File: config.mk
export PLATFORM = sky130hd
export DESIGN_NAME = ldiv_sched
export DESIGN_NICKNAME = d
export VERILOG_FILES = /design/src/rtl/ldiv_sched_pkg.sv /design/src/rtl/ldiv_sched_rr_arb.sv /design/src/rtl/ldiv_sched.sv
export SDC_FILE = /design/constraint.sdc
export NUM_CORES = 1
export LEC_CHECK = 0
export BUFFER_PORTS_ARGS = -buffer_cell sky130_fd_sc_hd__buf_2
export CAP_MARGIN = 5
export CORE_AREA = 5 5 187 189
export DETAILED_ROUTE_END_ITERATION = 16
export DIE_AREA = 0 0 192 194
export GPL_ROUTABILITY_DRIVEN = 0
export PLACE_DENSITY = 0.69
export SYNTH_ARGS = -nofsm -noshare
export SYNTH_HDL_FRONTEND = slang
export SYNTH_SLANG_ARGS = --single-unit
File: constraint.sdc
create_clock -name clk -period 4.78 [get_ports clk]
set_clock_uncertainty 0.05 [all_clocks]
set_input_delay 0.717 -clock clk [delete_from_list [all_inputs] [get_ports clk]]
set_output_delay 0.717 -clock clk [all_outputs]
set_load 0.03 [all_outputs]
File: src/rtl/ldiv_sched_pkg.sv
// ldiv_sched_pkg: shared types for the ldiv scheduler.
//   req_st_e : per-requester state (IDLE / BUSY / DONE)
//   tag_t    : in-flight owner tag {vld, id}, sized for up to 8 requesters
//   id_w()   : index width for a given requester count
package ldiv_sched_pkg;

  typedef enum logic [1:0] {
    ST_IDLE = 2'd0,
    ST_BUSY = 2'd1,
    ST_DONE = 2'd2
  } req_st_e;

  localparam int TAG_ID_W = 3;

  typedef struct packed {
    logic                vld;
    logic [TAG_ID_W-1:0] id;
  } tag_t;

  function automatic int id_w(input int n);
    return (n <= 2) ? 1 : $clog2(n);
  endfunction

endpackage

File: src/rtl/ldiv_sched_rr_arb.sv
// ldiv_sched_rr_arb: round-robin arbiter.
//   clk, resetb : clock, async active-low reset
//   elig        : eligible requesters
//   adv         : lets the pointer move past a winner
//   grant       : one-hot (or zero) winner
//   idx         : winner index (0 when no grant)
// The winner is the first eligible index at or after the pointer, wrapping.
module ldiv_sched_rr_arb
  import ldiv_sched_pkg::*;
#(
  parameter  int N  = 4,
  localparam int IW = id_w(N)
) (
  input  logic          clk,
  input  logic          resetb,
  input  logic [N-1:0]  elig,
  input  logic          adv,
  output logic [N-1:0]  grant,
  output logic [IW-1:0] idx
);

  logic [IW-1:0] ptr;
  logic          found;
  int            j;

  always_comb begin
    grant = '0;
    idx   = '0;
    found = 1'b0;
    j     = 0;
    for (int i = 0; i < N; i++) begin
      j = int'(ptr) + i;
      if (j >= N) j = j - N;
      if (!found && elig[j]) begin
        found    = 1'b1;
        grant[j] = 1'b1;
        idx      = IW'(j);
      end
    end
  end

  always_ff @(posedge clk or negedge resetb) begin
    if (!resetb)              ptr <= '0;
    else if (adv && found)    ptr <= (int'(idx) == N - 1) ? '0 : idx + IW'(1);
  end

endmodule

File: src/rtl/ldiv_sched.sv
// ldiv_sched: shares one pipelined signed divider among NUM_REQ requesters.
//   clk, resetb          : clock, async active-low reset
//   req_valid/req_ready  : per-requester request handshake (ready is combinational)
//   req_numerator/_denominator : flattened operands, slice r = requester r
//   rsp_valid/rsp_ready  : per-requester response handshake
//   rsp_quotient/_remainder/_divzero : flattened response registers
//   div_valid/_numerator/_denominator : registered issue to the divider
//   div_valid_out/_quotient/_remainder : divider results, NUMERATOR_WIDTH later
// Optional: `define LDIV_SCHED_DIVZERO_EN answers zero denominators locally
// (quotient 0, remainder = numerator, divzero flag) without using the divider.
module ldiv_sched
  import ldiv_sched_pkg::*;
#(
  parameter int NUM_REQ           = 4,
  parameter int NUMERATOR_WIDTH   = 24,
  parameter int DENOMINATOR_WIDTH = 20,
  parameter int QUOTIENT_WIDTH    = 24
) (
  input  logic                                   clk,
  input  logic                                   resetb,
  input  logic [NUM_REQ-1:0]                     req_valid,
  output logic [NUM_REQ-1:0]                     req_ready,
  input  logic [NUM_REQ*NUMERATOR_WIDTH-1:0]     req_numerator,
  input  logic [NUM_REQ*DENOMINATOR_WIDTH-1:0]   req_denominator,
  output logic [NUM_REQ-1:0]                     rsp_valid,
  input  logic [NUM_REQ-1:0]                     rsp_ready,
  output logic [NUM_REQ*QUOTIENT_WIDTH-1:0]      rsp_quotient,
  output logic [NUM_REQ*NUMERATOR_WIDTH-1:0]     rsp_remainder,
  output logic [NUM_REQ-1:0]                     rsp_divzero,
  output logic                                   div_valid,
  output logic [NUMERATOR_WIDTH-1:0]             div_numerator,
  output logic [DENOMINATOR_WIDTH-1:0]           div_denominator,
  input  logic                                   div_valid_out,
  input  logic [QUOTIENT_WIDTH-1:0]              div_quotient,
  input  logic [NUMERATOR_WIDTH-1:0]             div_remainder
);

  localparam int NW     = NUMERATOR_WIDTH;
  localparam int DW     = DENOMINATOR_WIDTH;
  localparam int QW     = QUOTIENT_WIDTH;
  localparam int IW     = id_w(NUM_REQ);
  localparam int STAGES = NW;

  logic [NUM_REQ-1:0] idle, elig, grant, tag_hit, bz_hit;
  logic [IW-1:0]      win;
  logic               hs, issue;
  logic [NW-1:0]      sel_num, bz_num;
  logic [DW-1:0]      sel_den;
  tag_t               tag_pipe [STAGES:0];

  // Completion is driven purely by the tag; the divider's valid is advisory.
  logic unused_div_valid_out;
  assign unused_div_valid_out = div_valid_out;

  // Gating with resetb keeps req_ready low while reset is held.
  assign elig      = req_valid & idle & {NUM_REQ{resetb}};
  assign req_ready = grant;
  assign hs        = |grant;

  ldiv_sched_rr_arb #(.N(NUM_REQ)) u_arb (
    .clk    (clk),
    .resetb (resetb),
    .elig   (elig),
    .adv    (1'b1),
    .grant  (grant),
    .idx    (win)
  );

  always_comb begin
    sel_num = '0;
    sel_den = '0;
    for (int r = 0; r < NUM_REQ; r++) begin
      if (grant[r]) begin
        sel_num = req_numerator[r*NW +: NW];
        sel_den = req_denominator[r*DW +: DW];
      end
    end
  end

`ifdef LDIV_SCHED_DIVZERO_EN
  logic               zden;
  logic [NUM_REQ-1:0] bz_own;

  assign zden   = hs && (sel_den == '0);
  assign issue  = hs && !zden;
  assign bz_hit = bz_own;

  // One-cycle bypass register: owner sees DONE two cycles after handshake.
  always_ff @(posedge clk or negedge resetb) begin
    if (!resetb) begin
      bz_own <= '0;
      bz_num <= '0;
    end else begin
      bz_own <= zden ? grant : '0;
      if (zden) bz_num <= sel_num;
    end
  end
`else
  assign issue  = hs;
  assign bz_hit = '0;
  assign bz_num = '0;
`endif

  // Issue register and owner tag pipe. Stage 0 loads alongside div_valid, so
  // the last stage lines up with the divider's output NW cycles later.
  always_ff @(posedge clk or negedge resetb) begin
    if (!resetb) begin
      div_valid       <= 1'b0;
      div_numerator   <= '0;
      div_denominator <= '0;
      for (int s = 0; s <= STAGES; s++) tag_pipe[s] <= '0;
    end else begin
      div_valid <= issue;
      if (issue) begin
        div_numerator   <= sel_num;
        div_denominator <= sel_den;
      end
      tag_pipe[0].vld <= issue;
      tag_pipe[0].id  <= TAG_ID_W'(win);
      for (int s = 1; s <= STAGES; s++) tag_pipe[s] <= tag_pipe[s-1];
    end
  end

  for (genvar r = 0; r < NUM_REQ; r++) begin : g_lane
    req_st_e       st, st_nxt;
    logic [QW-1:0] q;
    logic [NW-1:0] rem;
    logic          dz;

    assign tag_hit[r] = tag_pipe[STAGES].vld && (tag_pipe[STAGES].id == TAG_ID_W'(r));

    always_comb begin
      st_nxt = st;
      case (st)
        ST_IDLE: if (grant[r])                 st_nxt = ST_BUSY;
        ST_BUSY: if (tag_hit[r] || bz_hit[r])  st_nxt = ST_DONE;
        ST_DONE: if (rsp_ready[r])             st_nxt = ST_IDLE;
        default:                               st_nxt = ST_IDLE;
      endcase
    end

    always_ff @(posedge clk or negedge resetb) begin
      if (!resetb) begin
        st  <= ST_IDLE;
        q   <= '0;
        rem <= '0;
        dz  <= 1'b0;
      end else begin
        st <= st_nxt;
        if (st == ST_BUSY && tag_hit[r]) begin
          q   <= div_quotient;
          rem <= div_remainder;
          dz  <= 1'b0;
        end else if (st == ST_BUSY && bz_hit[r]) begin
          q   <= '0;
          rem <= bz_num;
          dz  <= 1'b1;
        end
      end
    end

    assign idle[r]                  = (st == ST_IDLE);
    assign rsp_valid[r]             = (st == ST_DONE);
    assign rsp_quotient[r*QW +: QW] = q;
    assign rsp_remainder[r*NW +: NW] = rem;
    assign rsp_divzero[r]           = dz;
  end

endmodule
==> impl_metrics.ini <==
[clock_tree]
htreeDepth = 2
post_cts_buffers = 0
cts.clk_slew.worst_paths_ps = 60
clk_latency_ps = 520
cts_tree = built
numCtsBuffers = 34
cts.path.max_buffers = 3
cts_sinks = 321
ctsHoldBuffers = 0
post_cts_resize_count = 0
clk_root_buffer_cell = clkbuf_16

[timing]
rsz0062_at_grt = false
fin_crit_ps = 4460
relSlewSlack_pct = 19.6
tightestPinTransition_ps = 1200
fin_crit_sh_pct = 93.3
fmax_ghz = 0.224
setup-tns-final_ps = 0
hold_viol_final = 0
setup_viol = 0
timing.final.max_slew_violations = 0

[yosys]
synth.distinct_cells = 54
synthArstFlopShare_pct = 100
netlist_area_mm2 = 0.0138
synth_common_cells = 321 x dfrtp_1, 193 x mux2_2, 58 x clkbuf_1
yosysSeqAreaShare_pct = 58.1
ys_ff_latch = 321
synthTopCellsByArea = dfrtp_1 58%, mux2_2 16%, o311ai_1 2.8%, a211oi_1 2.6%, a21boi_0 2.4%
syn_avg_cell_area_um2 = 12.9
synthCells = 1073
synth_top_area_share_pct = 58.1
synth_edf_count = 0
synth_flop_cell = dfrtp_1
synth.most_common_cell = dfrtp_1
ys_warn_count = 0
synth_top_area_cell = dfrtp_1

[detailed_routing]
wl_um = 43700
drt_iter0_drc = 528
vias = 10900
drt_drc_violations_left = 0
wl_per_cell_um = 22.0
dr.pass1.iters = 5
postRouteAntennaNets = 0
viasPerCell = 5.49

[placement]
place_area_mm2 = 0.0166
io_buffers = 478
hpwl_um = 31200

[global_route]
grt_usage_pct = 22.5
grt_remaining_overflow = 0
grt_first_pass_wirelength_um = 66100
antenna_found_initial = 7
grt_pass1_vias = 11000
grt_max_degree = 205

[pwr]
power_frac_clock_pct = 18.9
power.share.switching_pct = 43.6
power_density_mw_per_mm2 = 753
p_int_w = 0.00750
combPwrFrac_pct = 47.2
leakagePower_nw = 8.66
irDropWorstVdd_uv = 382
total_power_w = 0.0133
p_seq_share_pct = 34.0
switchingPower_w = 0.00580

[finish]
nNetsFinal = 1760
drive_gt1_share_pct = 49.9
postLayoutCellArea_mm2 = 0.0177
area_growth_syn_to_layout_pct = 27.9

[worst_setup_path]
crit_path_max_fanout = 45
cp-start-kind = flip-flop
startpoint = u_arb.ptr[1]$_DFFE_PN0P_
ff2ff_setup_slack_ps = 800
cp_data_required_time_ps = 4010
cp_data_arrival_time_ps = 3690
endpoint_kind = output port
endpoint = req_ready[1]
r2r_cells = 9
regToRegStartpoint = u_arb.ptr[1]$_DFFE_PN0P_
critical_path_class = reg -> out
rr_endpoint = div_numerator[18]$_DFFE_PN0P_

[floorplan]
initial_utilization_pct = 41.7
dieWidth_um = 192
die-area_mm2 = 0.0372
coreArea_mm2 = 0.0331
die_y_um = 194
rows = 67
ios = 484

[run]
maxCapViolCount = 0

[worst_hold_path]
hold_class = in -> async

[outcome]
status = complete, no violations
-- area by class of cell --
| class | count | area (um2) |
|---|---|---|
| antenna | 3 | 7.51 |
| clock buffer | 48 | 943 |
| clock inverter | 10 | 113 |
| fill | 2877 | 15400 |
| inverter | 8 | 30.0 |
| multi-input combinational | 647 | 5350 |
| sequential | 321 | 8030 |
| tap | 448 | 561 |
| timing repair buffer | 505 | 2630 |
-- state kept, by name (all words and copies together), names as in the netlist --
| register | count |
|---|---|
| g_lane.q | 96 |
| g_lane.rem | 96 |
| tag_pipe | 75 |
| div_numerator | 24 |
| div_denominator | 20 |
| g_lane.st | 8 |
| u_arb.ptr | 2 |
-- through the flow --
stage / cells / util, % / worst slack [ps] / hold slack, ps
after floorplan: 1076 / - / 713 / 281
after detailed placement: 1929 / 50.1 / 738 / 285
after CTS: 1987 / 53.3 / 266 / 271
final: 1990 / 53.4 / 320 / 276
after global routing: 1990 / 53.4 / 54.8 / 301
after global placement: 1929 / 50.1 / 776 / 285
-- routing by layer --
layer	vias up	part of all wire (%)	global-route usage [%]
li1	4932	-	-
met1	5362	39	28.1
met2	555	48	37.7
met3	75	9.9	6.50
met4	8	2.9	6.81
met5	-	0.11	0
-- cells by family after synthesis --
logic type	Yosys count	share of synthesized area, %
other cells	1	0.0271
simple gates	143	5.80
mux	199	16.7
xor+xnor	1	0.0634
flops	321	58.1
fa+ha+maj	8	0.725
buf+inv	108	3.50
compound gates	292	15.0
-- worst min path at each step --
stage	to	slack, ps	from	depth (start not counted)
global placement	tag_pipe[51]$_DFF_PN0_	290	tag_pipe[47]$_DFF_PN0_	0
global route	tag_pipe[56]$_DFF_PN0_	300	tag_pipe[52]$_DFF_PN0_	0
finish	u_arb.ptr[0]$_DFFE_PN0P_	280	resetb	2
CTS	u_arb.ptr[0]$_DFFE_PN0P_	270	resetb	2
detailed placement	tag_pipe[12]$_DFF_PN0_	280	tag_pipe[8]$_DFF_PN0_	0
floorplan	tag_pipe[11]$_DFF_PN0_	280	tag_pipe[7]$_DFF_PN0_	0
-- power by group through the flow --
stage	registers, W	logic [W]	clock network, W
2_1_floorplan	0.00635	0.00248	0
3_3_place_gp	0.00451	0.00623	0
3_5_place_dp	0.00456	0.00631	0
4_1_cts	0.00453	0.00632	0.00258
5_1_grt	0.00466	0.00665	0.00269
6_report	0.00452	0.00627	0.00251
-- cell usage in the layout (no fill, tap or decap), types with 8 or more instances in the layout --
master	count
nor4_1	44
dfrtp_1	321
o21bai_1	44
ha_1	8
o311ai_1	44
buf_2	477
a211oi_1	48
nor2_1	9
o21ai_1	40
clkbuf_16	34
o21ai_0	8
mux2_2	193
a31oi_1	45
nand2_1	55
buf_4	25
clkbuf_1	10
a21boi_0	44
-- worst max-delay path, cell delays in order (launching register included) --
cell     delay, ps
dfrtp_1        550
inv_1          230
ha_1           520
mux4_2         660
a21o_1         250
o21ai_4        140
buf_4          440
nand2_1        170
buf_2          210
(Power assumes the default switching activity.)
